--- src/rtl/axi2ahb_pkg.sv ---
// Shared types and AHB/AXI encodings for the AXI4-Lite to AHB-Lite bridge.
package axi2ahb_pkg;

  typedef enum logic [2:0] {
    ST_IDLE  = 3'd0,
    ST_ADDR  = 3'd1,
    ST_DATA  = 3'd2,
    ST_WRESP = 3'd3,
    ST_RRESP = 3'd4
  } state_t;

  localparam logic [1:0] HTRANS_IDLE   = 2'b00;
  localparam logic [1:0] HTRANS_NONSEQ = 2'b10;
  localparam logic [2:0] HSIZE_WORD    = 3'b010;
  localparam logic [2:0] HBURST_SINGLE = 3'b000;

  localparam logic [1:0] HRESP_OKAY  = 2'b00;
  localparam logic [1:0] HRESP_ERROR = 2'b01;
  localparam logic [1:0] AXI_OKAY    = 2'b00;
  localparam logic [1:0] AXI_SLVERR  = 2'b10;

endpackage

--- src/rtl/axi2ahb_wdog.sv ---
// Data-phase watchdog: loaded with TIMEOUT on entry to DATA, counts down on
// each stalled cycle and flags expiry on the stalled cycle that reaches TIMEOUT.
module axi2ahb_wdog #(
  parameter int TIMEOUT = 256
) (
  input  logic hclk,
  input  logic hresetn,
  input  logic i_clr,
  input  logic i_load,
  input  logic i_en,
  output logic o_expire
);

  localparam int CW = $clog2(TIMEOUT + 1);

  logic [CW-1:0] r_cnt;

  // Down-counter: clear has priority over load, load over decrement.
  always_ff @(posedge hclk or negedge hresetn) begin
    if (!hresetn) begin
      r_cnt <= '0;
    end else if (i_clr) begin
      r_cnt <= '0;
    end else if (i_load) begin
      r_cnt <= CW'(TIMEOUT);
    end else if (i_en && (r_cnt != '0)) begin
      r_cnt <= r_cnt - 1'b1;
    end
  end

  // Terminal count: the stalled cycle that would take the counter to zero.
  assign o_expire = i_en && (r_cnt == CW'(1));

endmodule

--- src/rtl/axi2ahb_lite.sv ---
// AXI4-Lite slave to AHB-Lite master bridge; one single word transfer in flight.
module axi2ahb_lite
  import axi2ahb_pkg::*;
#(
  parameter int AWIDTH  = 32,
  parameter int DWIDTH  = 32,
  parameter int TIMEOUT = 256
) (
  input  logic                hclk,
  input  logic                hresetn,
  input  logic [AWIDTH-1:0]   awaddr,
  input  logic                awvalid,
  output logic                awready,
  input  logic [DWIDTH-1:0]   wdata,
  input  logic [DWIDTH/8-1:0] wstrb,
  input  logic                wvalid,
  output logic                wready,
  output logic [1:0]          bresp,
  output logic                bvalid,
  input  logic                bready,
  input  logic [AWIDTH-1:0]   araddr,
  input  logic                arvalid,
  output logic                arready,
  output logic [DWIDTH-1:0]   rdata,
  output logic [1:0]          rresp,
  output logic                rvalid,
  input  logic                rready,
  output logic [AWIDTH-1:0]   haddr,
  output logic [1:0]          htrans,
  output logic                hwrite,
  output logic [2:0]          hsize,
  output logic [2:0]          hburst,
  output logic                hsel,
  output logic [DWIDTH-1:0]   hwdata,
  input  logic [DWIDTH-1:0]   hrdata,
  input  logic                hready,
  input  logic [1:0]          hresp
);

  state_t              r_state;
  state_t              w_next;
  logic                r_last_rd;
  logic                r_is_wr;
  logic [AWIDTH-1:0]   r_addr;
  logic [DWIDTH-1:0]   r_wdata;
  logic [DWIDTH-1:0]   r_rdata;
  logic [1:0]          r_resp;

  logic                w_wr_pend;
  logic                w_rd_pend;
  logic                w_grant_wr;
  logic                w_grant_rd;
  logic                w_strb_ok;
  logic                w_expire;
  logic                w_wd_load;
  logic                w_wd_en;
  logic                w_wd_clr;

  // Requests are masked by reset so the ready outputs read 0 while hresetn is low.
  assign w_wr_pend  = hresetn && awvalid && wvalid;
  assign w_rd_pend  = hresetn && arvalid;
  assign w_grant_wr = (r_state == ST_IDLE) && w_wr_pend && (!w_rd_pend || r_last_rd);
  assign w_grant_rd = (r_state == ST_IDLE) && w_rd_pend && !w_grant_wr;
  assign w_strb_ok  = &wstrb;

  assign w_wd_load = (r_state == ST_ADDR) && hready;
  assign w_wd_en   = (r_state == ST_DATA) && !hready;
  assign w_wd_clr  = (r_state == ST_IDLE);

  axi2ahb_wdog #(
    .TIMEOUT (TIMEOUT)
  ) u_wdog (
    .hclk     (hclk),
    .hresetn  (hresetn),
    .i_clr    (w_wd_clr),
    .i_load   (w_wd_load),
    .i_en     (w_wd_en),
    .o_expire (w_expire)
  );

  // State register.
  always_ff @(posedge hclk or negedge hresetn) begin
    if (!hresetn) begin
      r_state <= ST_IDLE;
    end else begin
      r_state <= w_next;
    end
  end

  // Next-state and handshake/address-phase outputs.
  always_comb begin
    w_next  = r_state;
    awready = 1'b0;
    wready  = 1'b0;
    arready = 1'b0;
    bvalid  = 1'b0;
    rvalid  = 1'b0;
    hsel    = 1'b0;
    htrans  = HTRANS_IDLE;
    case (r_state)
      ST_IDLE: begin
        if (w_grant_wr) begin
          awready = 1'b1;
          wready  = 1'b1;
          // Partial strobes cannot be expressed as a word transfer: reject locally.
          w_next  = w_strb_ok ? ST_ADDR : ST_WRESP;
        end else if (w_grant_rd) begin
          arready = 1'b1;
          w_next  = ST_ADDR;
        end
      end
      ST_ADDR: begin
        hsel   = 1'b1;
        htrans = HTRANS_NONSEQ;
        if (hready) w_next = ST_DATA;
      end
      ST_DATA: begin
        hsel = 1'b1;
        if (hready || w_expire) w_next = r_is_wr ? ST_WRESP : ST_RRESP;
      end
      ST_WRESP: begin
        bvalid = 1'b1;
        if (bready) w_next = ST_IDLE;
      end
      ST_RRESP: begin
        rvalid = 1'b1;
        if (rready) w_next = ST_IDLE;
      end
      default: w_next = ST_IDLE;
    endcase
  end

  // Capture registers: request on grant, response at end of data phase or abort.
  always_ff @(posedge hclk or negedge hresetn) begin
    if (!hresetn) begin
      r_last_rd <= 1'b1;
      r_is_wr   <= 1'b0;
      r_addr    <= '0;
      r_wdata   <= '0;
      r_rdata   <= '0;
      r_resp    <= AXI_OKAY;
    end else if (w_grant_wr) begin
      r_last_rd <= 1'b0;
      r_is_wr   <= 1'b1;
      r_addr    <= awaddr;
      r_wdata   <= wdata;
      if (!w_strb_ok) r_resp <= AXI_SLVERR;
    end else if (w_grant_rd) begin
      r_last_rd <= 1'b1;
      r_is_wr   <= 1'b0;
      r_addr    <= araddr;
    end else if (r_state == ST_DATA) begin
      if (hready) begin
        r_resp <= (hresp == HRESP_OKAY) ? AXI_OKAY : AXI_SLVERR;
        if (!r_is_wr) r_rdata <= hrdata;
      end else if (w_expire) begin
        r_resp  <= AXI_SLVERR;
        r_rdata <= '0;
      end
    end
  end

  assign bresp  = r_resp;
  assign rresp  = r_resp;
  assign rdata  = r_rdata;
  assign haddr  = r_addr;
  assign hwrite = r_is_wr;
  assign hwdata = r_wdata;
  assign hsize  = HSIZE_WORD;
  assign hburst = HBURST_SINGLE;

endmodule

--- config.mk ---
export PLATFORM = sky130hd
export DESIGN_NAME = axi2ahb_lite
export DESIGN_NICKNAME = d
export VERILOG_FILES = /design/src/rtl/axi2ahb_pkg.sv /design/src/rtl/axi2ahb_wdog.sv /design/src/rtl/axi2ahb_lite.sv
export SDC_FILE = /design/constraint.sdc
export NUM_CORES = 1
export LEC_CHECK = 0
export CORE_ASPECT_RATIO = 1.5
export CORE_MARGIN = 3
export CORE_UTILIZATION = 44
export DETAILED_ROUTE_END_ITERATION = 12
export GPL_TIMING_DRIVEN = 0
export PLACE_DENSITY_LB_ADDON = 0.3
export SLEW_MARGIN = 20
export SYNTH_ARGS = -nofsm -noshare
export SYNTH_HDL_FRONTEND = slang
export SYNTH_SLANG_ARGS = --single-unit
export TNS_END_PERCENT = 30
--- constraint.sdc ---
create_clock -name hclk -period 3.05 [get_ports hclk]
set_input_delay 0.4575 -clock hclk [delete_from_list [all_inputs] [get_ports hclk]]
set_output_delay 0.4575 -clock hclk [all_outputs]
set_load 0.05 [all_outputs]
# Word-level counts from Yosys, hierarchy flattened
# Cells that the tools add are included.
# word_totals
ff_bits	112
input_bits	142
out_inout_bits	115
word_cells	90
# classes
addsub	1
eq_ne	13
n_mux	37
bitwise	2
n_reduce_logical	29
# op_table
operator	n
32-bit 2-to-1 mux	5
9-bit 2-to-1 mux	3
3-bit 2-to-1 mux	7
2-bit 2-to-1 mux	9
3-bit one-hot mux with 5 select lines	1
1-bit 2-to-1 mux	12
2-bit != test, second input constant	6
1-bit logical AND	11
5-bit AND reduction	2
9-bit by 1-bit equality test with 1-bit output, second input constant	1
9-bit nonzero test	1
9-bit by 1-bit subtractor with 9-bit output, second input constant	1
4-bit AND reduction	2
3-bit by 2-bit equality test with 1-bit output, second input constant	2
2-bit nonzero test	3
3-bit nonzero test	2
3-bit by 1-bit equality test with 1-bit output, second input constant	1
3-bit equality test, second input constant	1
1-bit zero test	3
3-bit zero test	1
3-bit != test, second input constant	1
2-bit zero test	1
1-bit logical OR	2
2-bit by 1-bit != test with 1-bit output, second input constant	1
2 further kinds	3

# Logic depth before layout (Yosys ltp)
# Gate-level depths: netlist of run 1.
# depth
depth_word	9
mapped_depth	7
depth_no_buf	6

# By module
# A second synthesis of run 1 with hierarchy kept.
# unflattened
cells_unflattened	399
area_unflattened_um2	4869.7
# by_module_without_submodules
module	instances	cells_each	area_each_um2	seq_area_each_um2
axi2ahb_lite	1	344	4340.4	2553.7
axi2ahb_wdog	1	55	529.3	225.2

# Worst setup path before layout of run 1
# OpenSTA, ideal clock, no wires.
# synth_path
path_type	register to output
start	register r_state[1]
end	output arready
arrival_time_ps	1939
t_required_ps	2592
setup_slack_ps	654
stages_incl_launch_ff	7
n_path_buf	3
path_cell_list	dfrtp_1 > buf_2 > nor3_1 > nand3_1 > buf_2 > buf_2 > nor2_1
# synth_via
elab_chain_cells	8
word_cells_on_any_way	9
classes_between	3 x mux; 6 x reduce/logical
# synth_rtl
item	line_no	source
start: declaration	axi2ahb_lite.sv:40	state_t r_state;
start signal: assignment	axi2ahb_lite.sv:86	r_state <= w_next;
3-bit zero test *	axi2ahb_lite.sv:62, axi2ahb_lite.sv:63, axi2ahb_lite.sv:100	
1-bit logical AND (2 in series)	axi2ahb_lite.sv:62	assign w_grant_wr = (r_state == ST_IDLE) && w_wr_pend && (!w_rd_pend || r_last_rd);
1-bit zero test	axi2ahb_lite.sv:63	assign w_grant_rd = (r_state == ST_IDLE) && w_rd_pend && !w_grant_wr;
1-bit logical AND	axi2ahb_lite.sv:63	
1-bit 2-to-1 mux	axi2ahb_lite.sv:107	end else if (w_grant_rd) begin
1-bit 2-to-1 mux	axi2ahb_lite.sv:102	if (w_grant_wr) begin
1-bit 2-to-1 mux *	axi2ahb_lite.sv:100	case (r_state)
end: declaration	axi2ahb_lite.sv:23	output logic arready,
# Mark *: on every way between the ends. The rest lies on a longest branch, timed or not.

# Worst setup path in the final report of run 1
# Same ends and word-level chain as after synthesis.

==> impl_metrics.json, run 1 <==
{
  "drc_errors": 0,
  "fillers": 809,
  "clk-insertion-delay-late_ns": 0.34,
  "netlist_instances": 463,
  "rsz0062_at_grt": "no",
  "cts_buffers": 9,
  "synthesis.area_um2": 5140,
  "design_area_um2": 8150,
  "power_frac_seq": 0.276,
  "cts_buffer_depth": 2,
  "worst_slack_ns": 0.173,
  "synth_seq_area_share": 0.541,
  "final_cells": 880,
  "synth_cell_types": 45,
  "hold_class": "in -> async",
  "switching_share": 0.489,
  "status": "finished, final reports clean",
  "tightest_slew_ns": 0.564,
  "final-max-slew-violation-count": 0,
  "use_met1": 0.262,
  "drt_iter0_drc": 172,
  "clock-sinks": 111,
  "cp-start-kind": "register",
  "cts_hold_buf": 0,
  "dpl.cell_count": 865,
  "multiInputGateArea_um2": 2040,
  "grtUsageMet2": 0.417,
  "grt_pass1_vias": 4799,
  "final_hold_viol_count": 0,
  "initial_core_util": 0.457,
  "grt_max_degree": 75,
  "antenna_found_initial": 0,
  "cp-end-kind": "primary output",
  "period_share": 0.943,
  "die_h_um": 138,
  "diodes": 0,
  "p_int_uw": 4780,
  "fmax_mhz": 348,
  "grtUsageTotal": 0.239,
  "critical_path_arrival_ns": 2.42,
  "p_sw_uw": 4570,
  "cts_resized": 9,
  "cts_root_buffer": "clkbuf_16",
  "setup_viol": 0,
  "dr.pass1.iters": 4,
  "dp_slack_ns": -0.291,
  "cts_setup_buffers": 0,
  "synth_top_cell_by_area": "dfrtp_1",
  "grt_overflow": 0,
  "max_cap_viol_count": 0,
  "ys_ff_latch": 111,
  "syn_avg_cell_area_um2": 11.1,
  "routedWlPerCell_um": 17.5,
  "synth_edf_count": 0,
  "leakagePower_uw": 0.00388,
  "rows": 47,
  "clock_skew_ns": 0.00706,
  "clkPwrFrac": 0.121,
  "cpMaxStageDelayCell": "dlygate4sd2_1",
  "clkTransAtPathRegs_ns": 0.08,
  "grt.met3_usage": 0.0658,
  "critPathMaxStageDelay_ns": 0.44,
  "area_delta_synth_final_pct": 58.7,
  "ios": 257,
  "antenna_left": 0,
  "yosys_warnings": 0,
  "worstPathMaxFanout": 11,
  "synth_area_leaders": "dfrtp_1 (54%), mux2i_1 (13%), mux2_2 (7.0%)",
  "dp_hpwl_mm": 12.1,
  "p_per_area_nw_per_um2": 1150,
  "drt-total-wl_mm": 15.4,
  "fin_nets": 874,
  "drive_above_1_share": 0.127,
  "port_buffers": 247,
  "r2r_cells": 6,
  "path_cells": "buf_2 -> nor3_2 -> nor3b_2 -> clkbuf_4 -> buf_4 -> nor2_1 -> dlygate4sd2_1",
  "die_w_um": 94.2,
  "die_area_um2": 13000,
  "required_ns": 2.59,
  "h-tree-depth": 3,
  "async_reset_ff_frac": 1.00,
  "seq_area_um2": 2780,
  "core_area_um2": 11200,
  "synth_top_area_frac": 0.536,
  "ir_drop_mv": 0.607,
  "synth_ff_type": "dfrtp_1",
  "grt_first_pass_wirelength_mm": 24.5,
  "comb_power_share": 0.603,
  "gp_congestion": 0.820,
  "relSlewSlack": 0.623,
  "cts_tree": "built",
  "grt.busiest_layer": "met2",
  "vias_per_cell": 5.05,
  "crit_type": "reg -> out",
  "placed_area_um2": 7850,
  "min_period_ns": 2.88,
  "vias": 4442
}
path summary, 6_finish.rpt:
kind | startpoint | endpoint | slack, ns
hold reg to reg | r_last_rd$_DFFE_PN1P_ | r_last_rd$_DFFE_PN1P_ | 0.47
hold / removal | hresetn | rdata[4]$_DFFE_PN0P_ | 0.006
setup reg to reg | r_state[1]$_DFFE_PN0P_ | hwdata[31]$_DFFE_PN0N_ | 0.98
setup / recovery | r_state[1]$_DFFE_PN0P_ | arready | 0.17
min in group hclk | r_last_rd$_DFFE_PN1P_ | r_last_rd$_DFFE_PN1P_ | 0.47
max in group asynchronous | hresetn | hwdata[3]$_DFFE_PN0N_ | 2.35
routing by layer:
layer | up-vias | share of wire
met2 | 173 | 0.53
met3 | 48 | 0.061
met1 | 2144 | 0.36
li1 | 2077 | -
met4 | 0 | 0.046
met5 | - | 0
state kept, by name, indices dropped and copies added, names as in the netlist:
name	cells
r_last_rd	1
u_wdog.r_cnt	9
bresp	1
hwdata	32
hwrite	1
rdata	32
r_state	3
haddr	32
cell families (layout without fill, tap and decap cells):
logic type               count (synthesis)  count (layout)  synth area share
AND/OR/NAND/NOR                        112             112             0.105
adder cells (fa/ha/maj)                  3               3           0.00731
XOR/XNOR                                 1               1           0.00171
flip-flops                             111             111             0.541
AO/OA/AOI/OAI                           61              61            0.0740
other                                    2               9           0.00146
multiplexers                            98              98             0.199
buffers and inverters                   75             338            0.0706
cells in the mapped netlist (all sizes together), types with 2 or more instances:
cell / instances
or4: 2
nand2: 70
a21oi: 7
nand2b: 7
buf: 32
nand3: 3
nor3b: 5
or3: 3
nand4: 3
and2: 3
nor2: 6
ha: 3
mux2i: 66
o2111a: 2
dfrtp: 110
conb: 2
nor3: 3
nor2b: 2
clkbuf: 6
o31ai: 2
inv: 37
mux2: 32
o311ai: 3
o21ai: 36
o41ai: 2
metrics by stage:
step	total power [µW]	hold WS, ns	TNS, ns	util
5_1_grt	9790	0.0348	0	0.726
4_1_cts	9400	0.0192	0	0.725
3_3_place_gp	8080	0.452	-566.24	0.696
6_report	9350	0.00648	0	0.726
2_1_floorplan	6230	0.162	0	-
3_5_place_dp	8250	0.391	-0.625	0.699
critical path, delay by kind of cell (launching register included):
family,cells,cell delay (ns)
buffers and inverters,4,1.07
and+or+nand+nor,3,0.64
DFF,1,0.35
layout make-up:
cell class	count	share of cell area
Multi-Input combinational cell	284	0.250
Timing Repair Buffer	248	0.307
Clock inverter	4	0.00384
Sequential cell	111	0.341
Clock buffer	11	0.0310
Buffer	38	0.0281
Tap cell	147	0.0226
Inverter	37	0.0170
layout by cell type (no fill, tap or decap), types with 7 or more instances in the layout:
cell type / synthesis / final
a21oi_1: 7 / 7
buf_2: 17 / 15
buf_4: 14 / 15
clkbuf_16: 0 / 9
clkdlybuf4s50_1: 0 / 243
conb_1: 2 / 9
dfrtp_1: 110 / 110
inv_1: 37 / 37
mux2_2: 32 / 32
mux2i_1: 66 / 66
nand2_1: 70 / 70
nand2b_1: 7 / 7
o21ai_0: 35 / 35
power groups by stage:
stage / logic [µW] / clock network [µW] / registers [µW]
2_1_floorplan: 1480 / 0 / 4750
3_3_place_gp: 5530 / 0 / 2550
3_5_place_dp: 5650 / 0 / 2600
4_1_cts: 5670 / 1150 / 2580
5_1_grt: 5920 / 1200 / 2670
6_report: 5640 / 1130 / 2580
(Power assumes the default switching activity.)
==> run 2, diff against run 1 <==
--- a/config.mk
+++ b/config.mk
@@ -7,8 +7,9 @@
 export LEC_CHECK = 0
 export CORE_ASPECT_RATIO = 1.5
 export CORE_MARGIN = 3
-export CORE_UTILIZATION = 44
+export CORE_UTILIZATION = 45
 export DETAILED_ROUTE_END_ITERATION = 12
+export DONT_BUFFER_PORTS = 1
 export GPL_TIMING_DRIVEN = 0
 export PLACE_DENSITY_LB_ADDON = 0.3
 export SLEW_MARGIN = 20
==> run 2 against run 1 <==
Against the previous run:
- the flow now finishes with violations (hold timing)
- clock-buffer cell count is 1 lower
- sequential cell count stayed put
- wire length is 19% lower
- register-to-register slack worse by 0.05 ns
- die area is 2.1% lower
- first-iteration DRC count is 52% lower
- sequential power is 91% higher
- clock power is 4% higher
- setup slack better by 0.12 ns
- via count is 23% lower
- fmax is 4.2% higher
==> impl_metrics.json, run 2 (same netlist as run 1, synthesis figures left out) <==
{
  "max_cap_viol_count": 0,
  "clock_skew_ns": 0.0121,
  "dp_hpwl_mm": 9.42,
  "final_cell_mix": "dfrtp_1 (110), nand2_1 (70), mux2i_1 (66), inv_1 (37), o21ai_0 (35)",
  "core_area_um2": 11100,
  "gp_congestion": 0.779,
  "rows": 47,
  "crit_end": "wready",
  "ir_drop_mv": 0.618,
  "drc_errors": 0,
  "rsz0062_at_grt": "no",
  "h-tree-depth": 3,
  "crit_type": "reg -> out",
  "hold_class": "in -> async",
  "antenna_found_initial": 0,
  "worst_slack_ns": 0.289,
  "ff2ff_setup_slack_ns": 0.93,
  "grt_max_degree": 115,
  "cts_buffer_depth": 2,
  "die_w_um": 93.2,
  "grt_pass1_vias": 3578,
  "worstPathMaxFanout": 11,
  "initial_core_util": 0.462,
  "min_period_ns": 2.76,
  "setup_viol": 0,
  "crit_start": "r_state[1]$_DFFE_PN0P_",
  "status": "complete, but fails checks",
  "clk-insertion-delay-late_ns": 0.34,
  "dp_slack_ns": 0.131,
  "cts_root_buffer": "clkbuf_16",
  "timing.hold.ws_ns": -0.195,
  "relSlewSlack": 0.445,
  "tightest_slew_ns": 0.829,
  "grtUsageTotal": 0.188,
  "period_share": 0.905,
  "final_hold_viol_count": 111,
  "grt_overflow": 0,
  "clkTransAtPathRegs_ns": 0.08,
  "cts_buffers": 9,
  "vias_per_cell": 5.40,
  "finalSetupTns_ns": 0,
  "r2r_end": "hwdata[31]$_DFFE_PN0N_",
  "cp-start-kind": "register",
  "vias": 3411,
  "cp-end-kind": "primary output",
  "cts_tree": "built",
  "required_ns": 2.59,
  "ios": 257,
  "power_uw": 7830,
  "design_area_um2": 5660,
  "drt_iter0_drc": 82,
  "port_buffers": 0,
  "leakagePower_uw": 0.00292,
  "area_delta_synth_final_pct": 10.2,
  "cts_setup_buffers": 0,
  "grt_first_pass_wirelength_mm": 18.7,
  "fmax_mhz": 362,
  "critical_path_arrival_ns": 2.30,
  "die_area_um2": 12800,
  "r2r_cells": 6,
  "final_common_cell": "dfrtp_1",
  "die_h_um": 137,
  "fin_nets": 626,
  "violations": "hold timing",
  "dr.pass1.iters": 4,
  "rr_startpoint": "r_state[1]$_DFFE_PN0P_",
  "antenna_left": 0,
  "p_per_area_nw_per_um2": 1380,
  "final-max-slew-violation-count": 0,
  "drive_above_1_share": 0.184,
  "drt-total-wl_mm": 12.4,
  "routedWlPerCell_um": 19.7,
  "clock-sinks": 111,
  "diodes": 0,
  "placed_area_um2": 5350
}
-- run 2: cell count changes in the layout (fill, tap and decap cells not counted), moves of 2 or more --
cell / previous run / this run
clkbuf_8: 2 / 0
inv_6: 0 / 2
clkdlybuf4s15_2: 2 / 0
clkinvlp_4: 3 / 0
clkdlybuf4s50_1: 243 / 0
-- run 2: power breakdown --
part           leakage, µW  switching (µW)  internal, µW
Combinational      0.00140             961           777
Sequential         0.00137            2790          2130
Clock             0.000144             526           642
-- run 2: routing by layer --
| layer | routed length [µm] | global-route usage | up-vias |
|---|---|---|---|
| met4 | 219 | 0.0693 | 0 |
| met2 | 6810 | 0.331 | 137 |
| met1 | 4610 | 0.215 | 1675 |
| met5 | 0 | 0 | - |
| met3 | 778 | 0.0556 | 16 |
| li1 | - | - | 1583 |
-- run 2: critical path, stage by stage, from the launching register on --
cell and delay, ns:
dfrtp_1 0.36, buf_2 0.17, nor3_2 0.29, nor3b_2 0.26
buf_2 0.28, buf_4 0.33, buf_4 0.26
-- run 2: worst min path at each step --
| stage | cells past startpoint | to | from |
|---|---|---|---|
| after floorplan | 0 | bresp[1]$_DFFE_PN0P_ | hresetn |
| after global placement | 0 | haddr[0]$_DFFE_PN0P_ | hresetn |
| after detailed placement | 0 | haddr[3]$_DFFE_PN0P_ | hresetn |
| after CTS | 0 | haddr[3]$_DFFE_PN0P_ | hresetn |
| after global routing | 0 | haddr[6]$_DFFE_PN0P_ | hresetn |
| final | 0 | haddr[3]$_DFFE_PN0P_ | hresetn |
-- run 2: cell type report --
cell class	count	area (µm²)
Buffer	38	226
Clock inverter	5	65.1
Inverter	37	139
Fill cell	1009	5450
Sequential cell	111	2780
Multi-Input combinational cell	284	2040
Clock buffer	10	229
Tap cell	147	184
-- run 2: what timing repair did --
item                                   in CTS  in global routing
setup endpoints to repair                   2                  2
cloned                                      0                  0
resized for setup                           3                  1
endpoints found under the hold margin     111                111
-- run 2: per-stage QoR --
stage          utilization  hold slack (ns)  std cells
3_5_place_dp         0.482            0.165        617
5_1_grt              0.509           -0.214        632
2_1_floorplan            -            0.162        470
6_report             0.509           -0.195        632
4_1_cts              0.509           -0.208        632
3_3_place_gp         0.481            0.165        617
